===== src/rtl/sram_bus_ctrl_pkg.sv =====
// Shared definitions for the SRAM cycle engine: IO register map, CTRL/STATUS
// bit positions and the access-sequencer state encoding.
package sram_bus_ctrl_pkg;

  localparam logic [1:0] REG_ADDR_LO = 2'd0;
  localparam logic [1:0] REG_ADDR_HI = 2'd1;
  localparam logic [1:0] REG_DATA    = 2'd2;
  localparam logic [1:0] REG_CTRL    = 2'd3;

  localparam int CTRL_AUTOINC_BIT = 0;
  localparam int CTRL_READ_BIT    = 1;
  localparam int CTRL_CLRERR_BIT  = 3;

  localparam int STAT_BUSY_BIT    = 0;
  localparam int STAT_RVALID_BIT  = 1;
  localparam int STAT_AUTOINC_BIT = 2;
  localparam int STAT_ERR_BIT     = 3;

  typedef enum logic [2:0] {
    S_IDLE,
    S_W_SETUP,
    S_W_PULSE,
    S_W_HOLD,
    S_R_PULSE,
    S_R_DONE
  } state_e;

endpackage


===== src/rtl/sram_bus_ctrl_wait_timer.sv =====
// Loadable 4-bit down-counter that times the strobe-low phase of an access.
module sram_wait_timer (
  input  logic       pclk,
  input  logic       resetq,
  input  logic       load,
  input  logic [3:0] load_val,
  input  logic       dec,
  output logic       done
);

  logic [3:0] cnt_q, cnt_d;

  always_comb begin
    cnt_d = cnt_q;
    if (load)
      cnt_d = load_val;
    else if (dec && (cnt_q != 4'd0))
      cnt_d = cnt_q - 4'd1;
  end

  always_ff @(posedge pclk or negedge resetq) begin
    if (!resetq) cnt_q <= 4'd0;
    else         cnt_q <= cnt_d;
  end

  assign done = (cnt_q == 4'd0);

endmodule


===== src/rtl/sram_bus_ctrl.sv =====
// IO-bus mapped SRAM cycle engine: CPU loads address/data, the block sequences
// nCS/nWE/nOE with programmable wait states and optional address auto-increment.
module sram_bus_ctrl
  import sram_bus_ctrl_pkg::*;
#(
  parameter int DW          = 8,
  parameter int AW          = 18,
  parameter int WAIT_CYCLES = 2
) (
  input  logic          pclk,
  input  logic          resetq,
  input  logic [1:0]    io_sel,
  input  logic          io_wr,
  input  logic          io_rd,
  input  logic [15:0]   io_wd,
  output logic [15:0]   io_rdata,
  output logic          busy,
  output logic [AW-1:0] sram_a,
  output logic          sram_ncs,
  output logic          sram_nwe,
  output logic          sram_noe,
  output logic [DW-1:0] sram_dout,
  output logic          sram_doe,
  input  logic [DW-1:0] sram_din
);

  localparam logic [3:0] WR_LOAD = 4'(WAIT_CYCLES - 1);
  localparam logic [3:0] RD_LOAD = 4'(WAIT_CYCLES);

  state_e        state_q, state_d;
  logic [AW-1:0] addr_q, addr_d, sram_a_q, sram_a_d;
  logic [DW-1:0] wdata_q, wdata_d, rdata_q, rdata_d;
  logic          autoinc_q, autoinc_d, rvalid_q, rvalid_d, err_q, err_d;
  logic          busy_q, busy_d, ncs_q, ncs_d, nwe_q, nwe_d, noe_q, noe_d, doe_q, doe_d;
  logic          idle, start_wr, start_rd, err_set, err_clr;
  logic          tmr_load, tmr_dec, tmr_done;
  logic [3:0]    tmr_val;

  sram_wait_timer u_timer (
    .pclk     (pclk),
    .resetq   (resetq),
    .load     (tmr_load),
    .load_val (tmr_val),
    .dec      (tmr_dec),
    .done     (tmr_done)
  );

  assign idle = (state_q == S_IDLE);

  always_comb begin
    state_d   = state_q;
    addr_d    = addr_q;
    wdata_d   = wdata_q;
    rdata_d   = rdata_q;
    autoinc_d = autoinc_q;
    rvalid_d  = rvalid_q;
    start_wr  = 1'b0;
    start_rd  = 1'b0;
    err_set   = 1'b0;
    err_clr   = 1'b0;
    tmr_load  = 1'b0;
    tmr_val   = 4'd0;
    tmr_dec   = 1'b0;

    // A write strobe takes precedence; a simultaneous read has no side effect.
    if (io_wr) begin
      case (io_sel)
        REG_ADDR_LO: if (idle) addr_d[15:0] = io_wd; else err_set = 1'b1;
        REG_ADDR_HI: if (idle) addr_d[AW-1:16] = io_wd[AW-17:0]; else err_set = 1'b1;
        REG_DATA: begin
          if (idle) begin
            wdata_d  = io_wd[DW-1:0];
            start_wr = 1'b1;
          end else begin
            err_set = 1'b1;
          end
        end
        default: begin
          autoinc_d = io_wd[CTRL_AUTOINC_BIT];
          err_clr   = io_wd[CTRL_CLRERR_BIT];
          if (io_wd[CTRL_READ_BIT]) begin
            if (idle) start_rd = 1'b1;
            else      err_set  = 1'b1;
          end
        end
      endcase
    end else if (io_rd && (io_sel == REG_DATA)) begin
      rvalid_d = 1'b0;
      if (autoinc_q && idle) start_rd = 1'b1;
    end

    case (state_q)
      S_IDLE: begin
        if (start_wr) begin
          state_d = S_W_SETUP;
        end else if (start_rd) begin
          state_d  = S_R_PULSE;
          tmr_load = 1'b1;
          tmr_val  = RD_LOAD;
        end
      end
      S_W_SETUP: begin
        state_d  = S_W_PULSE;
        tmr_load = 1'b1;
        tmr_val  = WR_LOAD;
      end
      S_W_PULSE: begin
        if (tmr_done) state_d = S_W_HOLD;
        else          tmr_dec = 1'b1;
      end
      S_W_HOLD: begin
        state_d = S_IDLE;
        if (autoinc_q) addr_d = addr_q + 1'b1;
      end
      S_R_PULSE: begin
        if (tmr_done) begin
          state_d  = S_R_DONE;
          rdata_d  = sram_din;
          rvalid_d = 1'b1;
        end else begin
          tmr_dec = 1'b1;
        end
      end
      S_R_DONE: begin
        state_d = S_IDLE;
        if (autoinc_q) addr_d = addr_q + 1'b1;
      end
      default: state_d = S_IDLE;
    endcase

    err_d = err_set ? 1'b1 : (err_clr ? 1'b0 : err_q);

    // Pin strobes are registered images of the next state, so they glitch-free
    // follow the sequencer and drop with the asynchronous reset.
    busy_d   = (state_d != S_IDLE);
    ncs_d    = (state_d == S_IDLE);
    nwe_d    = (state_d != S_W_PULSE);
    noe_d    = (state_d != S_R_PULSE);
    doe_d    = (state_d == S_W_SETUP) || (state_d == S_W_PULSE) || (state_d == S_W_HOLD);
    sram_a_d = idle ? addr_q : sram_a_q;
  end

  always_ff @(posedge pclk or negedge resetq) begin
    if (!resetq) begin
      state_q   <= S_IDLE;
      addr_q    <= '0;
      wdata_q   <= '0;
      rdata_q   <= '0;
      autoinc_q <= 1'b0;
      rvalid_q  <= 1'b0;
      err_q     <= 1'b0;
      busy_q    <= 1'b0;
      ncs_q     <= 1'b1;
      nwe_q     <= 1'b1;
      noe_q     <= 1'b1;
      doe_q     <= 1'b0;
      sram_a_q  <= '0;
    end else begin
      state_q   <= state_d;
      addr_q    <= addr_d;
      wdata_q   <= wdata_d;
      rdata_q   <= rdata_d;
      autoinc_q <= autoinc_d;
      rvalid_q  <= rvalid_d;
      err_q     <= err_d;
      busy_q    <= busy_d;
      ncs_q     <= ncs_d;
      nwe_q     <= nwe_d;
      noe_q     <= noe_d;
      doe_q     <= doe_d;
      sram_a_q  <= sram_a_d;
    end
  end

  always_comb begin
    io_rdata = 16'h0000;
    case (io_sel)
      REG_ADDR_LO: io_rdata = addr_q[15:0];
      REG_ADDR_HI: io_rdata = 16'(addr_q[AW-1:16]);
      REG_DATA:    io_rdata = 16'(rdata_q);
      default: begin
        io_rdata[STAT_BUSY_BIT]    = busy_q;
        io_rdata[STAT_RVALID_BIT]  = rvalid_q;
        io_rdata[STAT_AUTOINC_BIT] = autoinc_q;
        io_rdata[STAT_ERR_BIT]     = err_q;
      end
    endcase
  end

  assign busy      = busy_q;
  assign sram_a    = sram_a_q;
  assign sram_ncs  = ncs_q;
  assign sram_nwe  = nwe_q;
  assign sram_noe  = noe_q;
  assign sram_doe  = doe_q;
  assign sram_dout = wdata_q;

endmodule


===== config.mk =====
export PLATFORM = sky130hd
export DESIGN_NAME = sram_bus_ctrl
export DESIGN_NICKNAME = d
export VERILOG_FILES = /design/src/rtl/sram_bus_ctrl_pkg.sv /design/src/rtl/sram_bus_ctrl_wait_timer.sv /design/src/rtl/sram_bus_ctrl.sv
export SDC_FILE = /design/constraint.sdc
export NUM_CORES = 1
export LEC_CHECK = 0
export CORE_ASPECT_RATIO = 1.1
export CORE_MARGIN = 2
export CORE_UTILIZATION = 54
export DETAILED_ROUTE_END_ITERATION = 10
export PLACE_DENSITY = 0.85
export SLEW_MARGIN = 20
export SYNTH_ARGS = -nofsm -noshare
export SYNTH_HDL_FRONTEND = slang
export SYNTH_HIERARCHICAL = 1
export SYNTH_SLANG_ARGS = --single-unit

===== constraint.sdc =====
create_clock -name pclk -period 5.05 [get_ports pclk]
set_clock_uncertainty 0.15 [all_clocks]
set_input_delay 1.01 -clock pclk [delete_from_list [all_inputs] [get_ports pclk]]
set_output_delay 1.01 -clock pclk [all_outputs]
set_load 0.01 [all_outputs]

==> metrics.log, run 1 <==
INFO  metric setup_total_negative_slack = 0 ns
INFO  metric outcome = complete, no violations
INFO  metric tightest_slew = approximately 0.96 ns
INFO  metric first_global_vias = slightly below 3,000
INFO  metric cts-buffers-inserted = 9
INFO  metric relSlewSlack = 0.363
INFO  metric cts.sinks = between 60 and 70
INFO  metric antenna_cells = 0
INFO  metric ys_top_cells_by_area = dfrtp_1 (47%), nand2_1 (6.3%), mux2_2 (5.3%)
INFO  metric detailed_route_wire_length = 8.77 mm
INFO  metric ant_nets = 0
INFO  metric crit_path_max_incr_delay = 0.74 ns
INFO  metric initial_utilization = 0.554
INFO  metric setup_viol = 0
INFO  metric clock_latency = around 0.36 ns
INFO  metric yosysWarningCount = 6
INFO  metric synth_edf_count = 0
INFO  metric number_of_setup_buffers_added_after_cts = 0
INFO  metric global_route.overflow_total = 0
INFO  metric number_of_nets_in_the_final_layout = about 450
INFO  metric final.period_utilization = 0.839
INFO  metric fin_crit = roughly 4.2 ns
INFO  metric worst-r2r-setup-slack = ~2.4 ns
INFO  metric rr_startpoint = state_q[1]
INFO  metric netlist_area = 0.00341 sq mm
INFO  metric io-pin-count = just under 80
INFO  metric yosysMostFrequentCell = dfrtp_1
INFO  metric drv_cap = 0
INFO  metric worstSetupStartpointType = primary input
INFO  metric yosysUniqueCellTypes = 60
INFO  metric synth_largest_area_cell = dfrtp_1
INFO  metric port-buffer-count = 76
INFO  metric hold_class = register to register
INFO  metric cts_max_level = 3
INFO  metric die_w = ~80 um
INFO  metric critical_path_sink_type = output port
INFO  metric die-area = about 0.0070 sq mm
INFO  metric grt_pass1_wl = around 14 mm
INFO  metric syn_avg_cell_area = 9.79 sq um
INFO  metric share_of_cells_above_drive_strength_1 = 0.127
INFO  metric die-height = between 80 and 90 um
INFO  metric leakagePower = about 1.9 nW
INFO  metric cp_max_fo = 19
INFO  metric drt-initial-drc-count = about 220
INFO  metric timing.critical_path.arrival = between 3 and 4 ns
INFO  metric netlist_instances = 348
INFO  metric critical_path.cell_chain = clkdlybuf4s50_1, nor2_1, and2_1, clkdlybuf4s50_1
INFO  metric reg2reg_depth = 4
INFO  metric synth_async_sr_flop_share = 1.00
INFO  metric place_congestion = roughly 0.90
INFO  metric post-route-drc-count = 0
INFO  metric maximum_number_of_buffers_from_clock_root_to_sink = 2
INFO  metric power_density = ~630 mW/mm^2
INFO  metric synth_common_cells = dfrtp_1 (64), nand2_1 (57), o21ai_0 (25), nor3_1 (19), nor2_1 (17)
INFO  metric grt_usage = 0.272
INFO  metric worstPathRequired = 3.89 ns
INFO  metric tritoncts = built
INFO  metric post_detail_place_hpwl = approximately 6.3 mm
INFO  metric report.final.slew_viol_count = 0
INFO  metric max_clock_freq = ~240 MHz
INFO  metric detail_route.vias_per_cell = a little under 6
INFO  metric hold_buffers = 0
INFO  metric num_vias = about 3,000
INFO  metric synthFlopType = dfrtp_1
INFO  metric crit_path_top_delay_cell = clkdlybuf4s50_1
INFO  metric power.ir.vdd_worst = 376 uV
INFO  metric floorplan_core_area = 0.00616 sq mm
INFO  metric final_hold_viol_count = 0
INFO  metric ys_seq_area_frac = 0.493
INFO  metric worstReg2RegEnd = addr_q[5]
INFO  metric rows = 30
INFO  metric min_to = sram_a[0]
INFO  metric cts_repair_resize_count = 0
INFO  metric worstHoldPathCells = 2
INFO  metric hold_path.startpoint = sram_a[0]
INFO  metric synth_largest_type_area_fraction = 0.470
INFO  metric cts_root_buf = clkbuf_8
INFO  metric clkSlewWorstSetupHoldPaths = 0.07 ns
INFO  metric drt-pass1-iter-count = 5
INFO  metric synthToLayoutAreaGrowth = 29.2%
INFO  metric whs = around 0.33 ns
INFO  metric drt-wirelength-per-cell = about 17 um
INFO  metric worst-setup-path-type = primary input to output port
INFO  metric postSynthRegisterBits = 67
INFO  metric grt_setup_unrepaired = false
INFO  metric worst_path_most_repeated_cell = clkdlybuf4s50_1
INFO  metric grt_start_max_net_pins = 35
INFO  metric initial_antenna_violation_count = 0
[worst max path at each step]
| stage | start | end | slack (ns) |
|---|---|---|---|
| 2_1_floorplan | io_sel[1] | io_rdata[2] | 1.92 |
| 3_3_place_gp | io_sel[0] | io_rdata[15] | 0.86 |
| 3_5_place_dp | io_sel[0] | io_rdata[8] | 0.81 |
| 4_1_cts | io_sel[0] | io_rdata[15] | 0.81 |
| 5_1_grt | io_sel[0] | io_rdata[12] | 0.65 |
| 6_report | io_sel[0] | io_rdata[15] | 0.81 |
[layer usage]
layer  vias to the layer above  global-route usage  wire length, um
met3                        17              0.0633              646
met1                      1434               0.364             3580
met4                         0               0.114              197
met2                       134               0.429             4350
met5                         -                   0                0
li1                       1381                   -                -
[stage by stage]
| step | instances | instance area (sq um) | util | setup WS, ns | total power [mW] |
|---|---|---|---|---|---|
| floorplan | 349 | 3410 | - | 1.92 | 1.76 |
| global placement | 489 | 4190 | 0.680 | 0.859 | 2.23 |
| detailed placement | 489 | 4190 | 0.680 | 0.814 | 2.29 |
| CTS | 505 | 4400 | 0.715 | 0.807 | 2.79 |
| global route | 505 | 4400 | 0.715 | 0.654 | 2.98 |
| finish | 505 | 4400 | 0.715 | 0.812 | 2.79 |
[state kept, by name, indices dropped and copies added, names as in the netlist, 3 cells and up]
signal,flops
addr_q,18
sram_a,18
rdata_q,8
sram_dout,8
u_timer/cnt_q,4
state_q,3
[cell type report]
class / instances / area, sq um
Fill cell: 478 / 1750
Sequential cell: 67 / 1680
Multi-Input combinational cell: 249 / 1580
Timing Repair Buffer: 79 / 778
Clock buffer: 9 / 124
Tap cell: 80 / 100
Clock inverter: 7 / 92.6
Inverter: 14 / 52.6
[critical path: cells and delay by family]
family | cells | cell delay (ns)
buffers and inverters | 2 | 1.28
and+or+nand+nor | 2 | 0.79
[cells in the final DEF, fill, tap and decap left out, drive strengths merged, types with 3 or more instances in the layout]
cell type      count
clkdlybuf4s50     75
dfrtp             64
nand2             57
o21ai             26
nor3              21
nor2              19
mux2              16
inv               14
nand3             12
a21oi              9
clkbuf             9
and2               8
mux2i              8
and3               7
o22ai              6
a211oi             5
nand4              5
buf                4
nor4               3
or3                3
a311oi             3
o32ai              3
clkinvlp           3
dfstp              3
xnor2              3
[kinds of logic after synthesis]
family / share of synthesized area
xor+xnor: 0.00991
mux: 0.0896
flops: 0.493
other cells: 0.00110
simple gates: 0.224
compound gates: 0.126
buf+inv: 0.0459
fa+ha+maj: 0.0103
[power by group]
part | switching (mW) | internal, mW
Clock | 0.215 | 0.276
Sequential | 0.253 | 0.806
Combinational | 0.631 | 0.608
Total | 1.10 | 1.69
No activity file was read; power rests on OpenSTA's default activity.
==> run 2: changes to the inputs <==
Settings changed: CORE_UTILIZATION 54 to 46, PLACE_DENSITY 0.85 to 0.77.
Clock period 5.05 ns to 3.4 ns, I/O delays scaled along.
==> metrics.log, run 2 (synthesis results as in run 1) <==
INFO  metric cp_max_fo = 6 (was 19)
INFO  metric cts_repair_resize_count = 0 (unchanged)
INFO  metric pre_cts_ws = 0.225 ns (was 0.814 ns)
INFO  metric floorplan_core_area = 0.00709 sq mm (was 0.00616 sq mm)
INFO  metric clock_latency = 0.35 ns (was 0.36 ns)
INFO  metric critical_path_sink_type = output port (unchanged)
INFO  metric final_hold_viol_count = 0 (unchanged)
INFO  metric tritoncts = built (unchanged)
INFO  metric drt-initial-drc-count = 178 (was 219)
INFO  metric post_detail_place_hpwl = 6.23 mm (was 6.27 mm)
INFO  metric setup_viol = 0 (unchanged)
INFO  metric relSlewSlack = 0.430 (was 0.363)
INFO  metric timing.critical_path.arrival = 2.33 ns (was 3.08 ns)
INFO  metric hold_class = primary input to async pin (was register to register)
INFO  metric worstPathRequired = 2.57 ns (was 3.89 ns)
INFO  metric number_of_nets_in_the_final_layout = 460 (was 452)
INFO  metric crit_path_top_delay_cell = clkdlybuf4s50_1 (unchanged)
INFO  metric drt-pass1-iter-count = 4 (was 5)
INFO  metric cts_max_level = 3 (unchanged)
INFO  metric detailed_route_wire_length = 8.71 mm (was 8.77 mm)
INFO  metric place_congestion = 0.836 (was 0.902)
INFO  metric post-place-cells = 502 (was 489)
INFO  metric final.period_utilization = 0.930
INFO  metric final.setup.worst_slack = 0.237 ns (was 0.812 ns)
INFO  metric grt_setup_unrepaired = false (unchanged)
INFO  metric share_of_cells_above_drive_strength_1 = 0.141 (was 0.127)
INFO  metric number_of_setup_buffers_added_after_cts = 0 (unchanged)
INFO  metric p_seq_frac = 0.370 (was 0.380)
INFO  metric max_clock_freq = between 300 and 400 MHz
INFO  metric p_int = 2.63 mW (was 1.69 mW)
INFO  metric hold_buffers = 0 (unchanged)
INFO  metric detail_route.vias_per_cell = 5.65 (was 5.87)
INFO  metric setup_total_negative_slack = 0 ns (unchanged)
INFO  metric clkSlewWorstSetupHoldPaths = 0.07 ns (about the same)
INFO  metric combPwrFrac = 0.438 (was 0.444)
INFO  metric mostFrequentLayoutCell = clkdlybuf4s50_1 (unchanged)
INFO  metric die-height = 94.3 um (was 87.3 um)
INFO  metric netSwitchingFraction = 0.381 (was 0.394)
INFO  metric layout.cells.non_filler = 518 (was 505)
INFO  metric die-area = 0.00811 sq mm (was 0.00696 sq mm)
INFO  metric num_vias = 2,928 (was 2,966)
INFO  metric leakagePower = 1.92 nW (was 1.87 nW)
INFO  metric initial_antenna_violation_count = 0 (unchanged)
INFO  metric grt_usage = 0.232 (was 0.272)
INFO  metric grt_start_max_net_pins = 37 (was 35)
INFO  metric die_w = 86.1 um (was 79.8 um)
INFO  metric tightest_slew = 0.855 ns (was 0.955 ns)
INFO  metric antenna_cells = 0 (unchanged)
INFO  metric cts.sinks = 67 (unchanged)
INFO  metric grt_pass1_wl = 14.4 mm (about the same)
INFO  metric global_route.overflow_total = 0 (unchanged)
INFO  metric maximum_number_of_buffers_from_clock_root_to_sink = 2 (unchanged)
INFO  metric post-route-drc-count = 0 (unchanged)
INFO  metric power_density = 945 mW/mm^2 (was 633 mW/mm^2)
INFO  metric fin_crit = approximately 3.2 ns
INFO  metric cts-buffers-inserted = 9 (unchanged)
INFO  metric worst-setup-path-type = primary input to output port (unchanged)
INFO  metric critical_path.cell_chain = clkdlybuf4s50_1, mux4_2, clkdlybuf4s50_1 (was clkdlybuf4s50_1, nor2_1, and2_1, clkdlybuf4s50_1)
INFO  metric cts_root_buf = clkbuf_8 (unchanged)
INFO  metric drt-wirelength-per-cell = 16.8 um (was 17.4 um)
INFO  metric net-switching-power = 1.62 mW (was 1.10 mW)
INFO  metric worstSetupStartpointType = primary input (unchanged)
INFO  metric port-buffer-count = 76 (unchanged)
INFO  metric initial_utilization = 0.481 (was 0.554)
INFO  metric outcome = complete, no violations (unchanged)
INFO  metric crit_path_max_incr_delay = 0.61 ns (was 0.74 ns)
INFO  metric clock_power_share = 0.191 (was 0.176)
INFO  metric first_global_vias = 2,979 (was 2,897)
INFO  metric io-pin-count = 77 (unchanged)
INFO  metric ant_nets = 0 (unchanged)
INFO  metric layout_common_cells = clkdlybuf4s50_1 (75), dfrtp_1 (64), nand2_1 (57) (unchanged)
INFO  metric power.ir.vdd_worst = 480 uV (was 376 uV)
INFO  metric reg2reg_depth = 6 (was 4)
INFO  metric drv_cap = 0 (unchanged)
INFO  metric report.final.slew_viol_count = 0 (unchanged)
INFO  metric rows = 32 (was 30)
INFO  metric worst_path_most_repeated_cell = clkdlybuf4s50_1 (unchanged)
INFO  metric synthToLayoutAreaGrowth = 31.9% (was 29.2%)
## run 2: cell count changes in the layout (fill, tap and decap cells not counted)
| cell | before | now |
|---|---|---|
| buf_4 | 3 | 11 |
| clkinvlp_4 | 3 | 0 |
| clkbuf_1 | 0 | 1 |
| bufinv_16 | 2 | 3 |
| clkbuf_8 | 9 | 10 |
## run 2: worst max-delay path: cells and delay by family
| family | cells | cell delay (ns) |
|---|---|---|
| buf+inv | 2 | 1.10 |
| mux | 1 | 0.55 |
## run 2: path summary, 6_finish.rpt
| kind | startpoint | end | slack [ns] |
|---|---|---|---|
| max reg2reg | u_timer/cnt_q[0] | rdata_q[0] | 0.79 |
| min reg2reg | sram_a[1] | sram_a[1] | 0.33 |
| min in group pclk | sram_a[1] | sram_a[1] | 0.33 |
| max in group asynchronous | resetq | sram_dout[6] | 2.07 |
| min | resetq | u_timer/cnt_q[3] | 0.28 |
| max | io_sel[0] | io_rdata[1] | 0.24 |
## run 2: layout make-up
class / count / area, sq um
inverter: 14 / 52.6
sequential: 67 / 1680
multi-input combinational: 249 / 1580
clock inverter: 5 / 100
tap: 85 / 106
clock buffer: 11 / 141
timing repair buffer: 87 / 838
fill: 592 / 2590
## run 2: power groups by stage
stage / logic, mW / registers [mW] / clock network, mW
after floorplan: 1.09 / 1.52 / 0
final: 1.86 / 1.57 / 0.812
after CTS: 1.87 / 1.57 / 0.826
after global routing: 2.06 / 1.62 / 0.859
after global placement: 1.80 / 1.56 / 0
after detailed placement: 1.85 / 1.58 / 0
## run 2: layer usage
layer  wire length [um]  vias to the layer above  share of wire  track usage
met1               3810                     1424           0.44        0.304
met4                209                        0          0.024        0.139
met5                  0                        -              0            0
met2               4250                       87           0.49        0.360
met3                442                       19          0.051       0.0378
li1                   -                     1398              -            -
## run 2: metrics by stage
| stage | power (mW) | instance area [sq um] | hold WS, ns | util |
|---|---|---|---|---|
| after floorplan | 2.62 | 3410 | 0.234 | - |
| after global placement | 3.36 | 4250 | 0.312 | 0.600 |
| after detailed placement | 3.43 | 4250 | 0.317 | 0.600 |
| after CTS | 4.26 | 4490 | 0.292 | 0.634 |
| after global routing | 4.54 | 4490 | 0.342 | 0.634 |
| final | 4.25 | 4490 | 0.276 | 0.634 |
==> run 3: changes to the inputs <==
Settings changed: HOLD_SLACK_MARGIN from default to 0.06.
==> results of run 3 <==
Final layout, timing and power as in run 2 (identical DEF).
